File: config.mk
export PLATFORM = sky130hd
export DESIGN_NAME = multicycle_control_fsm
export DESIGN_NICKNAME = d
export VERILOG_FILES = /design/src/rtl/multicycle_control_fsm.sv
export SDC_FILE = /design/constraint.sdc
export NUM_CORES = 1
export LEC_CHECK = 0
export BUFFER_PORTS_ARGS = -buffer_cell sky130_fd_sc_hd__clkbuf_2
export CAP_MARGIN = 20
export CORE_ASPECT_RATIO = 1.4
export CORE_UTILIZATION = 29
export DETAILED_ROUTE_END_ITERATION = 10
export PLACE_DENSITY = 0.57
export SYNTH_ARGS = -nofsm -noshare
export SYNTH_HDL_FRONTEND = slang
export SYNTH_SLANG_ARGS = --single-unit
File: constraint.sdc
create_clock -name clk -period 2.32 [get_ports clk]
set_input_delay 0.116 -clock clk [delete_from_list [all_inputs] [get_ports clk]]
set_output_delay 0.116 -clock clk [all_outputs]
set_load 0.005 [all_outputs]
File: src/rtl/multicycle_control_fsm.sv
// -----------------------------------------------------------------------------
// multicycle_control_fsm
//
// Main control FSM for the multicycle datapath. It steps each instruction
// through FETCH / DECODE / execute / writeback and drives the datapath mux
// selects and write enables for each state.
//
// Memory handshake: the unified memory has a one-sided completion signal.
// While the FSM is in a memory state (FETCH, MEMREAD, MEMWRITE), the access
// request is implied by that state. mem_ready=1 means the access completes
// in this cycle, and the FSM leaves the state on that edge. mem_ready=0
// means the FSM holds the state and keeps the request outputs stable.
//
// Optional feature, selected by the MEM_TIMEOUT_EN macro: an 8-bit wait
// counter bounds each memory wait to TIMEOUT cycles. If a wait runs out, the
// FSM enters FAULT and raises the sticky fault flag until reset. With the
// macro undefined, waits are unbounded and fault is tied to 0.
//
// Ports:
//   clk, rst_n                 clock (rising edge), async active-low reset
//   op, i_bit, l_bit           instruction-register fields
//   mem_ready                  memory access completes this cycle
//   ir_write, next_pc          latch IR / update PC (FETCH only)
//   adr_src, alu_src_a/b       datapath mux selects
//   alu_op, result_src         ALU decoder mode, result mux select
//   reg_wr, mem_wr, branch     write enables / branch request (gated downstream)
//   inm_src, reg_src           registered extend / register-read selects
//   illegal_op                 pulse while DECODE sees op=3
//   instr_done                 pulse on the last cycle of an instruction
//   fault                      sticky memory-timeout flag
//   state_dbg                  current state encoding, for debug and checkers
// -----------------------------------------------------------------------------
module multicycle_control_fsm #(
  parameter int IMMSRC_W = 2,
  parameter int REGSRC_W = 2,
  parameter int TIMEOUT  = 16
) (
  input  logic                clk,
  input  logic                rst_n,
  input  logic [1:0]          op,
  input  logic                i_bit,
  input  logic                l_bit,
  input  logic                mem_ready,
  output logic                ir_write,
  output logic                next_pc,
  output logic                adr_src,
  output logic                alu_src_a,
  output logic [1:0]          alu_src_b,
  output logic                alu_op,
  output logic [1:0]          result_src,
  output logic                reg_wr,
  output logic                mem_wr,
  output logic                branch,
  output logic [IMMSRC_W-1:0] inm_src,
  output logic [REGSRC_W-1:0] reg_src,
  output logic                illegal_op,
  output logic                instr_done,
  output logic                fault,
  output logic [3:0]          state_dbg
);

  typedef enum logic [3:0] {
    S_FETCH, S_DECODE, S_MEMADR, S_MEMREAD, S_MEMWB, S_MEMWRITE,
    S_EXECUTER, S_EXECUTEI, S_ALUWB, S_BRANCH, S_FAULT
  } state_t;

  state_t state;

  if (TIMEOUT < 2 || TIMEOUT > 255) begin : g_bad_timeout
    $error("multicycle_control_fsm: TIMEOUT must be in 2..255");
  end

`ifdef MEM_TIMEOUT_EN
  localparam logic [7:0] TO_LAST = 8'(TIMEOUT - 1);
  logic [7:0] wait_cnt;
  logic       fault_q;
  logic       in_wait_state;
  assign in_wait_state = (state == S_FETCH) || (state == S_MEMREAD) ||
                         (state == S_MEMWRITE);
  assign fault = fault_q;
`else
  assign fault = 1'b0;
`endif

  assign state_dbg = state;

  always_ff @(posedge clk or negedge rst_n) begin
    if (!rst_n) begin
      state   <= S_FETCH;
      inm_src <= '0;
      reg_src <= '0;
`ifdef MEM_TIMEOUT_EN
      wait_cnt <= '0;
      fault_q  <= 1'b0;
`endif
    end else begin
      case (state)
        S_FETCH:    if (mem_ready) state <= S_DECODE;
        S_DECODE: begin
          case (op)
            2'd0: begin
              state   <= i_bit ? S_EXECUTEI : S_EXECUTER;
              inm_src <= IMMSRC_W'(0);
              reg_src <= REGSRC_W'(0);
            end
            2'd1: begin
              state   <= S_MEMADR;
              inm_src <= IMMSRC_W'(1);
              reg_src <= l_bit ? REGSRC_W'(0) : REGSRC_W'(2);
            end
            2'd2: begin
              state   <= S_BRANCH;
              inm_src <= IMMSRC_W'(2);
              reg_src <= REGSRC_W'(1);
            end
            // Undefined op: drop the instruction and keep the old selects.
            default: state <= S_FETCH;
          endcase
        end
        S_MEMADR:   state <= l_bit ? S_MEMREAD : S_MEMWRITE;
        S_MEMREAD:  if (mem_ready) state <= S_MEMWB;
        S_MEMWB:    state <= S_FETCH;
        S_MEMWRITE: if (mem_ready) state <= S_FETCH;
        S_EXECUTER: state <= S_ALUWB;
        S_EXECUTEI: state <= S_ALUWB;
        S_ALUWB:    state <= S_FETCH;
        S_BRANCH:   state <= S_FETCH;
        S_FAULT:    state <= S_FAULT;
        default:    state <= S_FETCH;
      endcase
`ifdef MEM_TIMEOUT_EN
      // Waits are only left on mem_ready, so clearing the counter outside a
      // stalled wait state gives a fresh count on every entry.
      if (in_wait_state && !mem_ready) begin
        if (wait_cnt == TO_LAST) begin
          state   <= S_FAULT;
          fault_q <= 1'b1;
        end else begin
          wait_cnt <= wait_cnt + 8'd1;
        end
      end else begin
        wait_cnt <= '0;
      end
`endif
    end
  end

  // Moore decode from state. ir_write, next_pc, illegal_op and the
  // MEMWRITE instr_done also depend on the current inputs.
  always_comb begin
    ir_write   = 1'b0;
    next_pc    = 1'b0;
    adr_src    = 1'b0;
    alu_src_a  = 1'b0;
    alu_src_b  = 2'd0;
    alu_op     = 1'b0;
    result_src = 2'd0;
    reg_wr     = 1'b0;
    mem_wr     = 1'b0;
    branch     = 1'b0;
    illegal_op = 1'b0;
    instr_done = 1'b0;
    case (state)
      S_FETCH: begin
        alu_src_a  = 1'b1;
        alu_src_b  = 2'd2;
        result_src = 2'd2;
        // mem_ready carries no meaning while reset is asserted.
        ir_write   = mem_ready & rst_n;
        next_pc    = mem_ready & rst_n;
      end
      S_DECODE: begin
        alu_src_a  = 1'b1;
        alu_src_b  = 2'd2;
        result_src = 2'd2;
        illegal_op = (op == 2'd3);
      end
      S_MEMADR: begin
        alu_src_b = 2'd1;
      end
      S_MEMREAD: adr_src = 1'b1;
      S_MEMWB: begin
        result_src = 2'd1;
        reg_wr     = 1'b1;
        instr_done = 1'b1;
      end
      S_MEMWRITE: begin
        adr_src    = 1'b1;
        mem_wr     = 1'b1;
        instr_done = mem_ready;
      end
      S_EXECUTER: alu_op = 1'b1;
      S_EXECUTEI: begin
        alu_src_b = 2'd1;
        alu_op    = 1'b1;
      end
      S_ALUWB: begin
        reg_wr     = 1'b1;
        instr_done = 1'b1;
      end
      S_BRANCH: begin
        alu_src_b  = 2'd1;
        result_src = 2'd2;
        branch     = 1'b1;
        instr_done = 1'b1;
      end
      default: ;
    endcase
  end

endmodule

* After elaboration in Yosys (flattened, before gate mapping)
Index checks and enable logic that the tools add are counted.
W data, S select, Z words.
** Word-level totals
- Register bits after elaboration :: 8
- Bits in latches :: 0
- Memory bits (writable) :: 0
- Bits in read-only memories :: 0
- Input port bits :: 7
- Output and inout bits :: 23
- Logic and storage cells :: 53
- Memories :: 0
** Operators by class
- Add/sub/neg operators :: 0
- Multipliers :: 0
- Divide/modulo/power cells :: 0
- $lt $le $gt $ge :: 0
- Equality and inequality tests :: 16
- Shift operators :: 0
- Muxes and demuxes :: 21
- Bitwise gates (word level) :: 1
- Reductions and logical operators :: 12
** Operator list (count)
- $pmux W4 S7 :: 1
- $eq A4 B3 Y1 const B :: 4
- $eq A4 B4 Y1 const B :: 3
- $mux W4 :: 3
- $pmux W2 S3 :: 2
- $pmux W4 S3 :: 1
- $mux W1 :: 9
- $reduce_or A3 Y1 :: 3
- $eq A4 B2 Y1 const B :: 2
- $pmux W2 S2 :: 2
- $reduce_or A2 Y1 :: 4
- $ne A2 B2 Y1 const B :: 3
- $eq A2 B2 Y1 const B :: 2
- $eq A4 B1 Y1 const B :: 1
- $logic_not A4 Y1 :: 1
- $mux W3 :: 1
- $reduce_and A3 Y1 :: 1
- $reduce_bool A3 Y1 :: 1
- $eq A2 B1 Y1 const B :: 1
- $logic_not A2 Y1 :: 1
- $mux W2 :: 1
- $pmux W1 S2 :: 1
- $reduce_and A2 Y1 :: 1
- $and A1 B1 Y1 :: 1

* Longest topological paths before layout
Gate-level depths: netlist of the first run.
- Depth in word-level cells :: 3
- Gate-level depth with buffers :: 4
- Gate-level depth less buffers :: 3

* Worst setup path after synthesis of the first run
OpenSTA, ideal clock, no wires.
- Kind :: register -> output
- Start :: reg state[2], in the netlist state_dbg[2]
- End :: out next_pc
- Arrival time :: 1.401 ns
- Data required time :: 2.204 ns
- Path slack :: 0.803 ns
- Stages on the path, launching flop included :: 5
- Path buffers :: 2
- Cells stage by stage :: dfrtp_1 clkbuf_1 or2_1 nor4_1 buf_4
** On the way
- Longest elaborated chain between the ends :: 2
** RTL lines
- from (decl) :: RTL line 67 : state_t state;
- from (signal assigned) :: RTL line 102 : state <= i_bit ? S_EXECUTEI : S_EXECUTER;
- from (signal assigned) :: RTL line 120 : S_MEMADR: state <= l_bit ? S_MEMREAD : S_MEMWRITE;
- $logic_not A4 Y1
- $mux W1
- to (decl) :: RTL line 45 : output logic next_pc,
No other way between the ends.

* Worst setup path after layout of the first run
- Start :: reg state[1], in the netlist state_dbg[1]
- End :: out illegal_op
** On the way
- Longest elaborated chain between the ends :: 2
** RTL lines
- $eq A4 B1 Y1 :: RTL line 163 : case (state)
- $mux W1 :: RTL line 163
- to (decl) :: RTL line 56 : output logic illegal_op,
No other way between the ends.

==> impl_metrics.tcl, run 1 <==
set metrics [dict create \
    outcome "finished, final reports clean" \
    critPathArrivalTime_ps 1800 \
    final_common_cell "clkbuf_2" \
    post_synth_and_or_nand_nor_area_fraction 0.2583 \
    timing.fmax_ghz 0.5214 \
    cts_max_level 1 \
    slew_violations 0 \
    synthCells 72 \
    gr-total-overflow 0 \
    async_reset_ff_frac 1.000 \
    startpoint_type "register" \
    ys_ff_latch 7 \
    cts_buffer_depth 2 \
    yosysSeqAreaShare 0.3091 \
    initial_core_util 0.3146 \
    rows 18 \
    synth_edf_count 0 \
    final_cell_mix "clkbuf_2, nor2_1, dfrtp_1" \
    nets 104 \
    die-width_um 39.37 \
    synth_compound_area_frac 0.2892 \
    fin_crit_ps 1918 \
    ys_dominant_reg_cell "dfrtp_1" \
    first_pass_iters 4 \
    vias_per_cell 5.224 \
    cap_violations 0 \
    wirelength_um 1413 \
    fillers 198 \
    ys_types 28 \
    clk_pin_slew_ps 60 \
    wl_per_cell_um 12.18 \
    insertion_delay_ps 250 \
    dieArea_um2 2138 \
    area_growth_syn_to_layout_pct 27.15 \
    endpoint_kind "output port" \
    min_path_cells 2 \
    cts_resized 0 \
    ctsHoldBuffers 1 \
    worstRegToRegCells 3 \
    cp-startpoint "state_dbg[1]" \
    setup_viol 0 \
    synth_fa_ha_area_frac 0 \
    n_antenna_cell 0 \
    rsz0062_at_grt "false" \
    synthesis.nets 79 \
    antenna_found_initial 0 \
    track_usage 0.1535 \
    power.density_nw_per_um2 1302 \
    fp.dieH_um 54.31 \
    holdWs_ps 203.1 \
    worst_slew_pin_slew_ps 532.1 \
    timing.rr.start "state_dbg[1]" \
    synth.area.mux_share 0 \
    post_cts_buffers 0 \
    synth_top_family_by_area "compound AO/OA/AOI/OAI gates" \
    p_leak_nw 0.3505 \
    grt_start_max_net_pins 19 \
    clock_skew_ps 7.196 \
    gp_congestion 0.7809 \
    finalHoldViolCount 0 \
    path_class "reg -> out" \
    ant_nets 0 \
    timing.reg2reg.setup_slack_ps 620 \
    grt_pass1_wl_um 2201 \
    cts_tree "built" \
    design_area_um2 720.7 \
    drc 0 \
    hpwlAfterDp_um 1018 \
    place_area_um2 683.2 \
    grt_pass1_vias 517 \
    hp-start "op[0]" \
    hold_path.class "in -> reg" \
    min_to "reg_src[1]" \
    vias 606 \
    fp.coreArea_um2 1802 \
    synth_xor_area_frac 0.03091 \
    critPathMaxFanout 18 \
    synth_area_per_cell_um2 7.872 \
    finalNonFillerCells 116 \
    relSlewSlack 0.6453 \
    yosysWarnings 0 \
    irDropWorstVdd_mv 0.4291 \
    numCtsBuffers 3 \
    root_buffer "clkbuf_4" \
    dpl.cell_count 111 \
    port_buffers 28 \
    finalCritPeriodShare 0.8267 \
    drt-initial-drc-count 15 \
    r2r_end "reg_src[1]" \
    num_io_pins 30 \
    cts.sinks 7 \
    tns_ps 0 \
    syn-cell-area_um2 566.8 \
    drive_gt1_frac 0.3542 \
    cp.required_ps 2200 \
]
synth_stat cells, types with 3 or more instances:
library cell	n	area (um2)
inv_1	3	11.26
buf_2	3	15.01
buf_4	3	22.52
nand2b_1	4	25.02
a21oi_1	6	30.03
nor2_1	11	41.29
o21bai_1	3	22.52
nand2_1	4	15.01
clkbuf_1	3	11.26
nor2b_1	3	18.77
o32ai_1	3	26.28
dfrtp_1	7	175.2
area by class of cell:
cell class                      instances  area [um2]  share of cell area
Multi-Input combinational cell         53       331.6              0.4601
Clock inverter                          1       5.005            0.006944
Sequential cell                         7       175.2              0.2431
Clock buffer                            3       22.52             0.03125
Tap cell                               20       25.02             0.03472
Timing Repair Buffer                   29       150.1              0.2083
Inverter                                3       11.26             0.01563
worst max-delay path: stages, from the launching register on:
cell and delay (ps):
dfrtp_1 570, or4b_1 700, nor2_1 150, clkbuf_2 120
power breakdown:
part / total, mW / leakage [nW] / internal, mW / switching, mW
Sequential: 0.299 / 0.0889 / 0.176 / 0.123
Clock: 0.111 / 0.0177 / 0.0631 / 0.0480
Combinational: 0.528 / 0.244 / 0.272 / 0.256
Total: 0.938 / 0.351 / 0.511 / 0.427
per-stage QoR:
stage | setup slack, ps | total power [mW] | util
final | 402.0 | 0.9383 | 0.4000
after CTS | 387.1 | 0.9515 | 0.4000
after detailed placement | 626.2 | 0.8315 | 0.3792
after floorplan | 803.2 | 0.6380 | -
after global placement | 685.5 | 0.8255 | 0.3792
after global routing | 268.7 | 1.038 | 0.4000
registers in the layout, summed over array words and instances (netlist names):
name       cells
reg_src        2
inm_src        1
state_dbg      4
layer usage:
metal | track usage | routed length [um] | vias up
li1 | - | - | 299
met1 | 0.1900 | 619 | 271
met2 | 0.2278 | 666 | 32
met3 | 0.01220 | 97 | 4
met4 | 0.1437 | 30 | 0
met5 | 0 | 0 | -
cells by family (layout without fill, tap and decap cells):
group           count (synthesis)  count (layout)
compound gates                 21              21
xor+xnor                        2               2
buf+inv                        12              36
flops                           7               7
other cells                     1               1
simple gates                   29              29
worst max path at each step:
stage / end / cells past startpoint / slack [ps]
6_report: illegal_op / 3 / 400
5_1_grt: illegal_op / 3 / 270
4_1_cts: illegal_op / 3 / 390
3_5_place_dp: reg_src[1] / 3 / 630
3_3_place_gp: reg_src[1] / 3 / 690
2_1_floorplan: next_pc / 4 / 800
Power figures use the tool's default switching activity.
==> inputs of run 2 (changes only) <==
Settings changed: ABC_AREA set to 1.
Clock period 2.32 ns to 1.9 ns, I/O delays scaled along.
==> run 2 against run 1 <==
  * Die area is 0.64% lower
  * Sequential share of layout area is 0.70 points lower
  * Clock skew is 0.51 ps lower
  * Sequential power is 1% lower
  * Worst hold slack worse by 120 ps
  * Critical path type unchanged
  * Highest routed layer unchanged
==> impl_metrics.tcl, run 2 <==
set metrics [dict create \
    clk_pin_slew_ps 60 \
    critPathArrivalTime_ps 1440 \
    synth_area_per_cell_um2 6.784 \
    timing.rr.start "state_dbg[3]" \
    cts_max_level 1 \
    final_common_cell "clkbuf_2" \
    finalHoldViolCount 0 \
    ys_dominant_reg_cell "dfrtp_1" \
    gp_congestion 0.7610 \
    drc 0 \
    critPathMaxFanout 6 \
    cts_buffer_depth 2 \
    fp.dieH_um 54.14 \
    tns_ps 0 \
    final_cell_mix "clkbuf_2, nand2_1, inv_1" \
    power.density_nw_per_um2 1497 \
    timing.reg2reg.setup_slack_ps 670 \
    syn-cell-area_um2 563.0 \
    ys_ff_latch 7 \
    fp.coreArea_um2 1802 \
    hold_path.class "in -> reg" \
    p_leak_nw 0.4562 \
    cts.sinks 7 \
    wirelength_um 1306 \
    grt_start_max_net_pins 9 \
    post_cts_buffers 0 \
    combPwrFrac 0.610 \
    initial_core_util 0.3125 \
    gr-total-overflow 0 \
    num_io_pins 30 \
    endpoint_kind "output port" \
    synthCells 83 \
    path_class "reg -> out" \
    min_path_cells 3 \
    synthTopCellsByCount "nand2_1, inv_1, nor2_1" \
    n_antenna_cell 0 \
    min_to "state_dbg[1]" \
    finalCritPeriodShare 0.8090 \
    numCtsBuffers 3 \
    insertion_delay_ps 260 \
    synth.most_common_cell "nand2_1" \
    timing.fmax_ghz 0.6506 \
    synth_top_area_cell "dfrtp_1" \
    area_growth_syn_to_layout_pct 31.78 \
    rows 18 \
    design_area_um2 742.0 \
    holdWs_ps 82.51 \
    dieArea_um2 2124 \
    first_pass_iters 3 \
    pre_cts_ws_ps 634.5 \
    drive_gt1_frac 0.3894 \
    root_buffer "clkbuf_4" \
    seqPwrFrac 0.265 \
    setup_viol 0 \
    cap_violations 0 \
    vias 595 \
    irDropWorstVdd_mv 0.5941 \
    drt-initial-drc-count 7 \
    internal_power_uw 580.4 \
    die-width_um 39.24 \
    worstRegToRegCells 5 \
    p_clk_frac 0.125 \
    track_usage 0.1492 \
    hp-start "l_bit" \
    netlist.area_leader.share 0.3111 \
    port_buffers 28 \
    vias_per_cell 4.474 \
    ctsHoldBuffers 1 \
    clock_skew_ps 6.685 \
    synth_edf_count 0 \
    startpoint_type "register" \
    place_area_um2 705.7 \
    async_reset_ff_frac 1.000 \
    grt_pass1_vias 543 \
    antenna_found_initial 0 \
    rsz0062_at_grt "false" \
    ys_top_cells_by_area "dfrtp_1, nand2_1, inv_1, nor2_4, nand3_1" \
    cts_tree "built" \
    worst_slack_ps 363.0 \
    synthesis.nets 90 \
    p_switching_uw 530.3 \
    largest_reg_flops 4 \
    ys_types 18 \
    r2r_end "state_dbg[0]" \
    hpwlAfterDp_um 1113 \
    cts_resized 0 \
    grt_pass1_wl_um 2221 \
    yosysSeqAreaShare 0.3111 \
    outcome "finished, final reports clean" \
    ant_nets 0 \
    slew_violations 0 \
    fin_crit_ps 1537 \
    p_sw_frac 0.4774 \
    yosysWarnings 0 \
    nets 121 \
    cp.required_ps 1800 \
    wl_per_cell_um 9.820 \
    power_mw 1.111 \
]
-- run 2: cell count changes after synthesis, moves of 4 or more --
cell,change
inv_1,+11
nand3_1,+7
nand2b_1,-4
a21oi_1,-6
nor2_4,+4
nand2_1,+14
-- run 2: worst max-delay path by stage --
stage,start,end,slack (ps),cells past startpoint
4_1_cts,state_dbg[1],instr_done,350,6
3_3_place_gp,state_dbg[1],instr_done,610,6
6_report,state_dbg[1],instr_done,360,6
2_1_floorplan,state_dbg[3],next_pc,800,4
5_1_grt,state_dbg[1],instr_done,190,6
3_5_place_dp,state_dbg[1],instr_done,630,6
-- run 2: layer usage --
layer | GRT usage | wire length [um]
met1 | 0.1862 | 561
met2 | 0.2528 | 650
met3 | 0.01240 | 72
met4 | 0.06897 | 21
met5 | 0 | 0
-- run 2: cell families after synthesis --
family                 Yosys count  synth area share
other                            1          0.006660
buffers and inverters           20            0.1533
flip-flops                       7            0.3111
AND/OR/NAND/NOR                 48            0.4533
AO/OA/AOI/OAI                    7           0.07555
-- run 2: through the flow --
stage	util	cells
global route	0.4118	133
detailed placement	0.3917	128
global placement	0.3917	128
finish	0.4118	133
CTS	0.4118	133
floorplan	-	83
-- run 2: worst max-delay path, stage by stage, from the launching register on --
cell and delay, ps:
dfrtp_1 460, inv_1 160, nand2_1 60, nor2_1 190
inv_1 80, o211ai_1 90, clkbuf_2 140
-- run 2: final cells by class --
cell class,instances,area (um2)
tap,20,25.02
multi-input combinational,56,301.5
timing repair buffer,29,150.1
inverter,17,63.81
sequential,7,175.2
fill,205,1060
clock buffer,4,26.28
-- run 2: power groups by stage --
| stage | clock network, mW | registers [mW] | logic (mW) |
|---|---|---|---|
| floorplan | 0 | 0.293 | 0.448 |
| detailed placement | 0 | 0.300 | 0.685 |
| CTS | 0.143 | 0.296 | 0.689 |
| global route | 0.148 | 0.307 | 0.783 |
| finish | 0.139 | 0.295 | 0.677 |
| global placement | 0 | 0.299 | 0.685 |
